**config.mk**
```make
export PLATFORM = sky130hd
export DESIGN_NAME = dmem_arbiter_flat
export DESIGN_NICKNAME = d
export VERILOG_FILES = /design/src/rtl/dmem_arbiter_if.sv /design/src/rtl/dmem_arbiter.sv /design/src/flat_wrapper.sv
export SDC_FILE = /design/constraint.sdc
export NUM_CORES = 1
export LEC_CHECK = 0
export ABC_AREA = 1
export BUFFER_PORTS_ARGS = -buffer_cell sky130_fd_sc_hd__buf_2
export CAP_MARGIN = 5
export CORE_AREA = 2 2 116 118
export CTS_BUF_LIST = sky130_fd_sc_hd__clkbuf_8
export DETAILED_ROUTE_END_ITERATION = 12
export DIE_AREA = 0 0 118 120
export PLACE_DENSITY = 0.52
export SLEW_MARGIN = 25
export SYNTH_ARGS = -nofsm -noshare
export SYNTH_HDL_FRONTEND = slang
export SYNTH_SLANG_ARGS = --single-unit
export TNS_END_PERCENT = 1
```
**constraint.sdc**
```tcl
create_clock -name clk -period 1.3 [get_ports clk]
set_input_delay 0.065 -clock clk [delete_from_list [all_inputs] [get_ports clk]]
set_output_delay 0.065 -clock clk [all_outputs]
set_load 0.01 [all_outputs]
```
**src/rtl/dmem_arbiter_if.sv**
```systemverilog
// Purpose : bundles both requester ports, the clear controls and the memory-side bus of dmem_arbiter.
// Latency : none, wires only.
// Backpressure: requesters hold req and fields stable until gnt; memory side has no backpressure.
//
// Port summary
//   p0_* / p1_* : req, we, addr, wdata from the requester; gnt, rvalid, rdata back to it
//   clr_*       : clr_start pulse in; clr_busy level and clr_done pulse out
//   mem_*       : addr, wdata, we to the single-port memory; rdata from it
//   slave modport  : arbiter side
//   master modport : requester / memory side (testbench or surrounding SoC)
interface dmem_arbiter_if #(
  parameter int DATA_WIDTH = 32,
  parameter int ADDR_WIDTH = 32
);
  logic                  p0_req;
  logic                  p0_we;
  logic [ADDR_WIDTH-1:0] p0_addr;
  logic [DATA_WIDTH-1:0] p0_wdata;
  logic                  p0_gnt;
  logic                  p0_rvalid;
  logic [DATA_WIDTH-1:0] p0_rdata;

  logic                  p1_req;
  logic                  p1_we;
  logic [ADDR_WIDTH-1:0] p1_addr;
  logic [DATA_WIDTH-1:0] p1_wdata;
  logic                  p1_gnt;
  logic                  p1_rvalid;
  logic [DATA_WIDTH-1:0] p1_rdata;

  logic                  clr_start;
  logic                  clr_busy;
  logic                  clr_done;

  logic [ADDR_WIDTH-1:0] mem_addr;
  logic [DATA_WIDTH-1:0] mem_wdata;
  logic                  mem_we;
  logic [DATA_WIDTH-1:0] mem_rdata;

  modport slave (
    input  p0_req, p0_we, p0_addr, p0_wdata,
    output p0_gnt, p0_rvalid, p0_rdata,
    input  p1_req, p1_we, p1_addr, p1_wdata,
    output p1_gnt, p1_rvalid, p1_rdata,
    input  clr_start,
    output clr_busy, clr_done,
    output mem_addr, mem_wdata, mem_we,
    input  mem_rdata
  );

  modport master (
    output p0_req, p0_we, p0_addr, p0_wdata,
    input  p0_gnt, p0_rvalid, p0_rdata,
    output p1_req, p1_we, p1_addr, p1_wdata,
    input  p1_gnt, p1_rvalid, p1_rdata,
    output clr_start,
    input  clr_busy, clr_done,
    input  mem_addr, mem_wdata, mem_we,
    output mem_rdata
  );
endinterface

```
**src/rtl/dmem_arbiter.sv**
```systemverilog
// Purpose : round-robin arbiter for two requesters on one single-port data memory, plus a zero-fill clear sequencer.
// Latency : grant is combinational in the request cycle; read data returns on rvalid one cycle after grant.
// Backpressure: a requester holds its request until gnt; while the clear runs (and its DONE cycle) nobody is granted.
//
// Port summary
//   clk  : clock
//   rst  : synchronous reset, active-low
//   bus  : dmem_arbiter_if.slave (p0/p1 request ports, clr controls, memory bus)
module dmem_arbiter #(
  parameter int DATA_WIDTH     = 32,
  parameter int ADDR_WIDTH     = 32,
  parameter int MEM_ADDR_WIDTH = 10,
  parameter int MEM_OFFSET     = 2
) (
  input  logic           clk,
  input  logic           rst,
  dmem_arbiter_if.slave  bus
);

  localparam logic [1:0] ST_IDLE  = 2'd0;
  localparam logic [1:0] ST_CLEAR = 2'd1;
  localparam logic [1:0] ST_DONE  = 2'd2;

  // Last word index of the memory (DEPTH-1).
  localparam logic [MEM_ADDR_WIDTH-1:0] IDX_LAST = '1;

  logic [1:0]                state;
  logic [MEM_ADDR_WIDTH-1:0] idx;
  logic                      lp;        // port granted most recently
  logic                      rsp_vld;   // a read was granted last cycle
  logic                      rsp_port;  // which port that read belongs to

  logic                  arb_en;
  logic                  gnt0;
  logic                  gnt1;
  logic                  rd_gnt;
  logic                  in_clear;
  logic [ADDR_WIDTH-1:0] clr_addr;
  logic [ADDR_WIDTH-1:0] mem_addr_c;
  logic [DATA_WIDTH-1:0] mem_wdata_c;
  logic                  mem_we_c;
  logic                  rv0;
  logic                  rv1;

  // Arbitration. Gating with rst keeps every output quiet while reset is held,
  // even though the state registers only update at the clock edge.
  always_comb begin
    arb_en   = rst && (state == ST_IDLE);
    in_clear = rst && (state == ST_CLEAR);
    // On contention the port that did not win last time goes first.
    gnt0     = arb_en && bus.p0_req && (!bus.p1_req || lp);
    gnt1     = arb_en && bus.p1_req && (!bus.p0_req || !lp);
    rd_gnt   = (gnt0 && !bus.p0_we) || (gnt1 && !bus.p1_we);
  end

  // Clear address: word index placed at the byte-address offset, all other bits zero.
  always_comb begin
    clr_addr = '0;
    clr_addr[MEM_OFFSET +: MEM_ADDR_WIDTH] = idx;
  end

  // Memory-side mux. Upper/lower address bits from the requester pass through
  // untouched; the memory only decodes the word-index field.
  always_comb begin
    mem_addr_c  = '0;
    mem_wdata_c = '0;
    mem_we_c    = 1'b0;
    if (in_clear) begin
      mem_addr_c = clr_addr;
      mem_we_c   = 1'b1;
    end else if (gnt0) begin
      mem_addr_c  = bus.p0_addr;
      mem_wdata_c = bus.p0_wdata;
      mem_we_c    = bus.p0_we;
    end else if (gnt1) begin
      mem_addr_c  = bus.p1_addr;
      mem_wdata_c = bus.p1_wdata;
      mem_we_c    = bus.p1_we;
    end
  end

  // Response routing: memory data is valid the cycle after the grant, so the
  // registered tag simply steers the live mem_rdata to the right port.
  always_comb begin
    rv0 = rst && rsp_vld && !rsp_port;
    rv1 = rst && rsp_vld &&  rsp_port;
  end

  assign bus.p0_gnt    = gnt0;
  assign bus.p1_gnt    = gnt1;
  assign bus.p0_rvalid = rv0;
  assign bus.p1_rvalid = rv1;
  assign bus.p0_rdata  = rv0 ? bus.mem_rdata : '0;
  assign bus.p1_rdata  = rv1 ? bus.mem_rdata : '0;
  assign bus.clr_busy  = in_clear;
  assign bus.clr_done  = rst && (state == ST_DONE);
  assign bus.mem_addr  = mem_addr_c;
  assign bus.mem_wdata = mem_wdata_c;
  assign bus.mem_we    = mem_we_c;

  always_ff @(posedge clk) begin
    if (!rst) begin
      state    <= ST_IDLE;
      idx      <= '0;
      lp       <= 1'b1;
      rsp_vld  <= 1'b0;
      rsp_port <= 1'b0;
    end else begin
      rsp_vld  <= rd_gnt;
      rsp_port <= gnt1;
      if (gnt0 || gnt1) begin
        lp <= gnt1;
      end
      case (state)
        ST_IDLE: begin
          // Arbitration in this cycle already happened above; the clear
          // starts on the next cycle.
          if (bus.clr_start) begin
            state <= ST_CLEAR;
            idx   <= '0;
          end
        end
        ST_CLEAR: begin
          if (idx == IDX_LAST) begin
            state <= ST_DONE;
            idx   <= '0;
          end else begin
            idx <= idx + 1'b1;
          end
        end
        ST_DONE: begin
          state <= ST_IDLE;
        end
        default: begin
          state <= ST_IDLE;
          idx   <= '0;
        end
      endcase
    end
  end

endmodule

```
**src/flat_wrapper.sv**
```systemverilog
// flat-port wrapper written by rule: the top's interface ports become plain ports
module dmem_arbiter_flat 
#(
  parameter int DATA_WIDTH     = 32,
  parameter int ADDR_WIDTH     = 32,
  parameter int MEM_ADDR_WIDTH = 10,
  parameter int MEM_OFFSET     = 2
)
  (clk, rst, bus_p0_req, bus_p0_we, bus_p0_addr, bus_p0_wdata, bus_p0_gnt, bus_p0_rvalid, bus_p0_rdata, bus_p1_req, bus_p1_we, bus_p1_addr, bus_p1_wdata, bus_p1_gnt, bus_p1_rvalid, bus_p1_rdata, bus_clr_start, bus_clr_busy, bus_clr_done, bus_mem_addr, bus_mem_wdata, bus_mem_we, bus_mem_rdata);
  dmem_arbiter_if #(.DATA_WIDTH(DATA_WIDTH), .ADDR_WIDTH(ADDR_WIDTH)) bus_i ();
  input  logic clk;
  input  logic rst;
  input wire logic [$bits(bus_i.p0_req)-1:0] bus_p0_req;
  input wire logic [$bits(bus_i.p0_we)-1:0] bus_p0_we;
  input wire logic [$bits(bus_i.p0_addr)-1:0] bus_p0_addr;
  input wire logic [$bits(bus_i.p0_wdata)-1:0] bus_p0_wdata;
  output wire logic [$bits(bus_i.p0_gnt)-1:0] bus_p0_gnt;
  output wire logic [$bits(bus_i.p0_rvalid)-1:0] bus_p0_rvalid;
  output wire logic [$bits(bus_i.p0_rdata)-1:0] bus_p0_rdata;
  input wire logic [$bits(bus_i.p1_req)-1:0] bus_p1_req;
  input wire logic [$bits(bus_i.p1_we)-1:0] bus_p1_we;
  input wire logic [$bits(bus_i.p1_addr)-1:0] bus_p1_addr;
  input wire logic [$bits(bus_i.p1_wdata)-1:0] bus_p1_wdata;
  output wire logic [$bits(bus_i.p1_gnt)-1:0] bus_p1_gnt;
  output wire logic [$bits(bus_i.p1_rvalid)-1:0] bus_p1_rvalid;
  output wire logic [$bits(bus_i.p1_rdata)-1:0] bus_p1_rdata;
  input wire logic [$bits(bus_i.clr_start)-1:0] bus_clr_start;
  output wire logic [$bits(bus_i.clr_busy)-1:0] bus_clr_busy;
  output wire logic [$bits(bus_i.clr_done)-1:0] bus_clr_done;
  output wire logic [$bits(bus_i.mem_addr)-1:0] bus_mem_addr;
  output wire logic [$bits(bus_i.mem_wdata)-1:0] bus_mem_wdata;
  output wire logic [$bits(bus_i.mem_we)-1:0] bus_mem_we;
  input wire logic [$bits(bus_i.mem_rdata)-1:0] bus_mem_rdata;
  assign bus_i.p0_req = bus_p0_req;
  assign bus_i.p0_we = bus_p0_we;
  assign bus_i.p0_addr = bus_p0_addr;
  assign bus_i.p0_wdata = bus_p0_wdata;
  assign bus_p0_gnt = bus_i.p0_gnt;
  assign bus_p0_rvalid = bus_i.p0_rvalid;
  assign bus_p0_rdata = bus_i.p0_rdata;
  assign bus_i.p1_req = bus_p1_req;
  assign bus_i.p1_we = bus_p1_we;
  assign bus_i.p1_addr = bus_p1_addr;
  assign bus_i.p1_wdata = bus_p1_wdata;
  assign bus_p1_gnt = bus_i.p1_gnt;
  assign bus_p1_rvalid = bus_i.p1_rvalid;
  assign bus_p1_rdata = bus_i.p1_rdata;
  assign bus_i.clr_start = bus_clr_start;
  assign bus_clr_busy = bus_i.clr_busy;
  assign bus_clr_done = bus_i.clr_done;
  assign bus_mem_addr = bus_i.mem_addr;
  assign bus_mem_wdata = bus_i.mem_wdata;
  assign bus_mem_we = bus_i.mem_we;
  assign bus_i.mem_rdata = bus_mem_rdata;
  dmem_arbiter #(.DATA_WIDTH(DATA_WIDTH), .ADDR_WIDTH(ADDR_WIDTH), .MEM_ADDR_WIDTH(MEM_ADDR_WIDTH), .MEM_OFFSET(MEM_OFFSET)) u_core (.clk(clk), .rst(rst), .bus(bus_i));
endmodule
```
* Yosys cells after proc, flatten, opt, wreduce, memory -nomap -nowiden
Index checks and enable logic that the tools add are counted.
Word-level totals: register bits 15, output and inout port bits 135
Cells by class: add/sub/neg operators 1, equal/unequal tests 5, muxes and demuxes 17, bitwise logic cells 1, reduce and logical (&&, ||, !) cells 25
Operators by type and width (number):
- $mux 32 | 8
- $pmux 10 s3 | 1
- $mux 10 | 2
- $logic_and 1x1->1 | 12
- $add 10x1->10 const B | 1
- $eq 10x10->1 const B | 1
- $logic_not 1->1 | 6
- $logic_or 1x1->1 | 4
- $mux 2 | 2
- $ne 2x2->1 const B | 2
- $pmux 2 s2 | 1
- $reduce_and 2->1 | 2
- $mux 1 | 3
- $eq 2x1->1 const B | 1
- $eq 2x2->1 const B | 1
- $logic_not 2->1 | 1
- $not 1->1 | 1

* Depth between registers and ports, before layout
depth after elaboration 7, mapped depth 8

* Worst setup path before layout
OpenSTA, ideal clock, no wires.
kind register to register, from reg u_core.idx[0], to reg u_core.idx[7], library setup time 0.125 ns, data arrival time 1.244 ns, setup slack -0.069 ns, cell stages (with the launch flop) 7, path buffers 0, clock period less this slack 1.369 ns, path through dfxtp_1 -> ha_1 -> inv_1 -> nor2_1 -> nand3_1 -> a22oi_2 -> nor2_1
On the way: longest elaborated chain between the ends 3, elaborated cells on any way between the ends 4, those cells by class add/sub (1); eq/ne (1); mux (2)
RTL lines:
- start, declared | RTL line dmem_arbiter.sv:28 | logic [MEM_ADDR_WIDTH-1:0] idx;
- start signal, assigned | RTL line dmem_arbiter.sv:128 | idx <= idx + 1'b1;
- $add 10x1->10 or $eq 10x10->1 (tied branches) | RTL line dmem_arbiter.sv:128, dmem_arbiter.sv:124
- $mux 10 (*) | RTL line dmem_arbiter.sv:124 | if (idx == IDX_LAST) begin
- $pmux 10 s3 (*) | RTL line dmem_arbiter.sv:114 | case (state)
Every way passes the cells marked *; elsewhere a longest branch is shown, timed or not. A chain may end at the register's enable or synchronous reset.

* Worst setup path in the final report
from reg u_core.state[0], to out bus_mem_wdata[27]
On the way: longest elaborated chain between the ends 7, elaborated cells on any way between the ends 11, those cells by class eq/ne (1); mux (3); reduce/logical (7)
RTL lines:
- start, declared | RTL line dmem_arbiter.sv:27 | logic [1:0] state;
- start signal, assigned | RTL line dmem_arbiter.sv:103 | state <= ST_IDLE;
- start signal, assigned | RTL line dmem_arbiter.sv:119 | state <= ST_CLEAR;
- start signal, assigned | RTL line dmem_arbiter.sv:125 | state <= ST_DONE;
- $logic_not 2->1 | RTL line dmem_arbiter.sv:48 | arb_en = rst && (state == ST_IDLE);
- $logic_and 1x1->1 | RTL line dmem_arbiter.sv:48
- $logic_and 1x1->1 (2 in a row) | RTL line dmem_arbiter.sv:52 | gnt1 = arb_en && bus.p1_req && (!bus.p0_req || !lp);
- $mux 32 | RTL line dmem_arbiter.sv:75 | end else if (gnt1) begin
- $mux 32 | RTL line dmem_arbiter.sv:71 | end else if (gnt0) begin
- $mux 32 (*) | RTL line dmem_arbiter.sv:68 | if (in_clear) begin
- end, declared | RTL line flat_wrapper.sv:31 | output wire logic [$bits(bus_i.mem_wdata)-1:0] bus_mem_wdata;
Marked as above.

==> impl_results.md <==
* Synth area leaders: nand2_1 41%, dfxtp_1 15%, nor2_1 14%, inv_1 9.0%, nand3_1 4.6%
* Seq cells post-synth at 15
* Initial Util at 15.8%
* Max transition margin at between 80 and 90%
* Status: complete, but fails checks
* Skew-Pair Late Insertion Delay at 250 ps
* Critical Path Most Common Cell: nand2_1
* Setup CP Type: reg2out
* Final period util at 120%
* Clk sinks at 15
* Crit-path leading delay family: simple AND/OR/NAND/NOR gates
* Yosys warnings at 0
* Measured slew at the worst slew-check pin at 218 ps
* First-pass GRT wire length at 16700 um
* Met1 usage at 19.2%
* DP HPWL at 9010 um
* # rows at 42
* 1st-pass router iterations at 4
* IO Count at 302
* Syn_nets at about 600
* Worst Hold Class: in2reg
* Final hold vios at 0
* CTS tree: built
* FMAX at roughly 640 MHz
* Synth cell types at 24
* Worst Path Required at ~1200 ps
* Wire per inst at about 12 um
* Pwr Density at 453 mW/mm2
* Gr usage total at 14.1%
* Combinational share of power at 54.3%
* Leak pwr at 2.82 nW
* Tmin final at 1560 ps
* Global Route met3 Usage at 2.33%
* Antenna-violating nets left at 0
* Sequential Area at 308 um2
* Die Span X at 118 um
* Flop pwr share at between 20% and 30%
* EDFF count, synth at 0
* DR vias/cell at between 3 and 4
* Met2 usage at 24.0%
* Gr ovfl total at 0
* Area of the multi-input gates at between 0.001 and 0.0015 mm2
* Element type at the critical path end: output port
* Post-synthesis cell area at 0.00205 mm2
* Area leader, netlist: nand2_1
* Avg Cell Area, Syn at about 4.7 um2
* Crit path max fanout at 11
* Drt total wl at between 10000 and 15000 um
* Pins over their slew limit at 0
* Port Buffer Count at 301
* Synth Instances at between 400 and 500
* Primary FF master, synth: dfxtp_1
* Final WS setup at -264 ps
* Hold slack at 7.77 ps
* Setup TNS at -15410 ps
* Clk_skew at 7.72 ps
* Post-CTS Setup Repair Bufs at 0
* DRC at 0
* Top-area cell type share of the netlist area at 41.2%
* RSZ-0062 raised after global routing: yes
* Largest net degree at the start of global routing at 36
* Worst reg2reg path depth at 6
* Die area at ~0.014 mm2
* Worst EP arrival at 1500 ps
* Instance count on the critical path at 7
* P&R area growth vs syn at 106%
* CP cell instances: nor3_4 > nand3_2 > clkinv_4 > buf_6 > nand2_1 > nand2_1 > buf_2
* Most common cell after layout, fill and taps aside: buf_2
* H-tree levels at 1
* Most Crowded Layer GR: met2
* Power Internal at 1.19 mW
* Synth async-reset ratio at 0%
* NumNets Final at 927
* Via count at 3618
* Setup violators final at 99
* Failing checks: setup timing
* Vias in the first global route at approximately 3200
* Clock Power Share at 20.2%
* Gpl congestion at between 0.8 and 0.9
* Worst path slowest cell: dfxtp_2
* Max-Cap Viols at 0
* Critical Path Source Type: flop
* Reg clk slew, reported paths at ~60 ps
* CP bufs+invs at 3
* Core area at ~0.013 mm2
* Share of post-route cells with drive strength above 1 at 49.3%
* Hold depth at 2
* Peak VDD IR at 0.455 mV
* FILL cells at 1509
* Sequential element share of the synthesized area at 14.6%
* Crit-path max cell delay at around 340 ps
* Psw at 0.719 mW
* N_diodes at 0
* TritonCTS Buffers at 3
* Root buffer cell: clkbuf_8
* Net Sw Frac at 37.6%
* Worst slack, placed at -75.3 ps
* Longest Clk Path Bufs at 2
* Initial antenna violation count at 0
* Commonest cells after routing, fill and taps aside: 296 x buf_2, 222 x nand2_1, 72 x nor2_1
* Initial drt markers at 177
* Die height at between 100 and 150 um
==> cells in the mapped netlist, types with 2 or more instances <==
master and count:
a21oi_1 5, buf_2 8, buf_4 5, buf_6 5, clkbuf_1 3, dfxtp_1 15, inv_1 49, inv_2 3
nand2_1 225, nand3_1 19, nand4_1 3, nor2_1 79, nor3_1 3, o21ai_0 2, xor2_1 2
==> state kept, by name, summed over array words and instances, names as in the netlist <==
name,count
u_core.idx,10
u_core.lp,1
u_core.rsp_port,1
u_core.rsp_vld,1
u_core.state,2
==> metrics by stage <==
step | instances | util (%) | total power [mW] | area, um2
floorplan | 435 | - | 0.909 | 2060
global placement | 928 | 30.7 | 1.47 | 3980
detailed placement | 928 | 30.7 | 1.47 | 3980
CTS | 933 | 31.7 | 1.89 | 4110
global route | 934 | 32.5 | 2.06 | 4220
finish | 934 | 32.5 | 1.91 | 4220
==> power groups by stage <==
stage	Clock, mW	Combinational (mW)	Sequential (mW)
floorplan	0	0.415	0.495
global placement	0	0.978	0.493
detailed placement	0	0.973	0.494
CTS	0.396	1.01	0.484
global route	0.425	1.14	0.490
finish	0.386	1.04	0.488
==> timing repair <==
item,CTS,global route
hold buffers,0,0
gates cloned,1,1
endpoints found under the setup margin,107,116
pin swaps,2,3
gates resized for setup,19,24
==> per-layer routing <==
metal  vias to the layer above  share of wire [%]
met2                       129                 50
met3                        10                6.5
met5                         -                  0
li1                       1930                  -
met4                         0               0.68
met1                      1549                 43
==> layout make-up <==
type,instances,area share (%)
clock inverters,1,0.119
multi-input cells,347,35.1
inverters,52,4.87
clock buffers,3,0.980
flip-flops and latches,15,7.30
repair buffers,340,46.5
well taps,176,5.22
==> path summary, 6_finish.rpt <==
kind                                     endpoint       startpoint  slack [ps]
worst max-delay path            bus_mem_wdata[27]  u_core.state[0]        -260
worst min-delay path               u_core.rsp_vld        bus_p0_we           8
worst max register to register    u_core.state[0]    u_core.idx[0]         110
worst min register to register          u_core.lp        u_core.lp         490
==> cells by family (layout without fill, tap and decap cells) <==
| kind of cell | after synthesis | in the layout | synth area share (%) |
|---|---|---|---|
| compound gates | 12 | 12 | 3.78 |
| simple gates | 332 | 332 | 63.5 |
| buf+inv | 73 | 396 | 16.6 |
| xor+xnor | 2 | 2 | 0.854 |
| fa+ha+maj | 1 | 1 | 0.610 |
| flops | 15 | 15 | 14.6 |
Power figures use the tool's default switching activity.
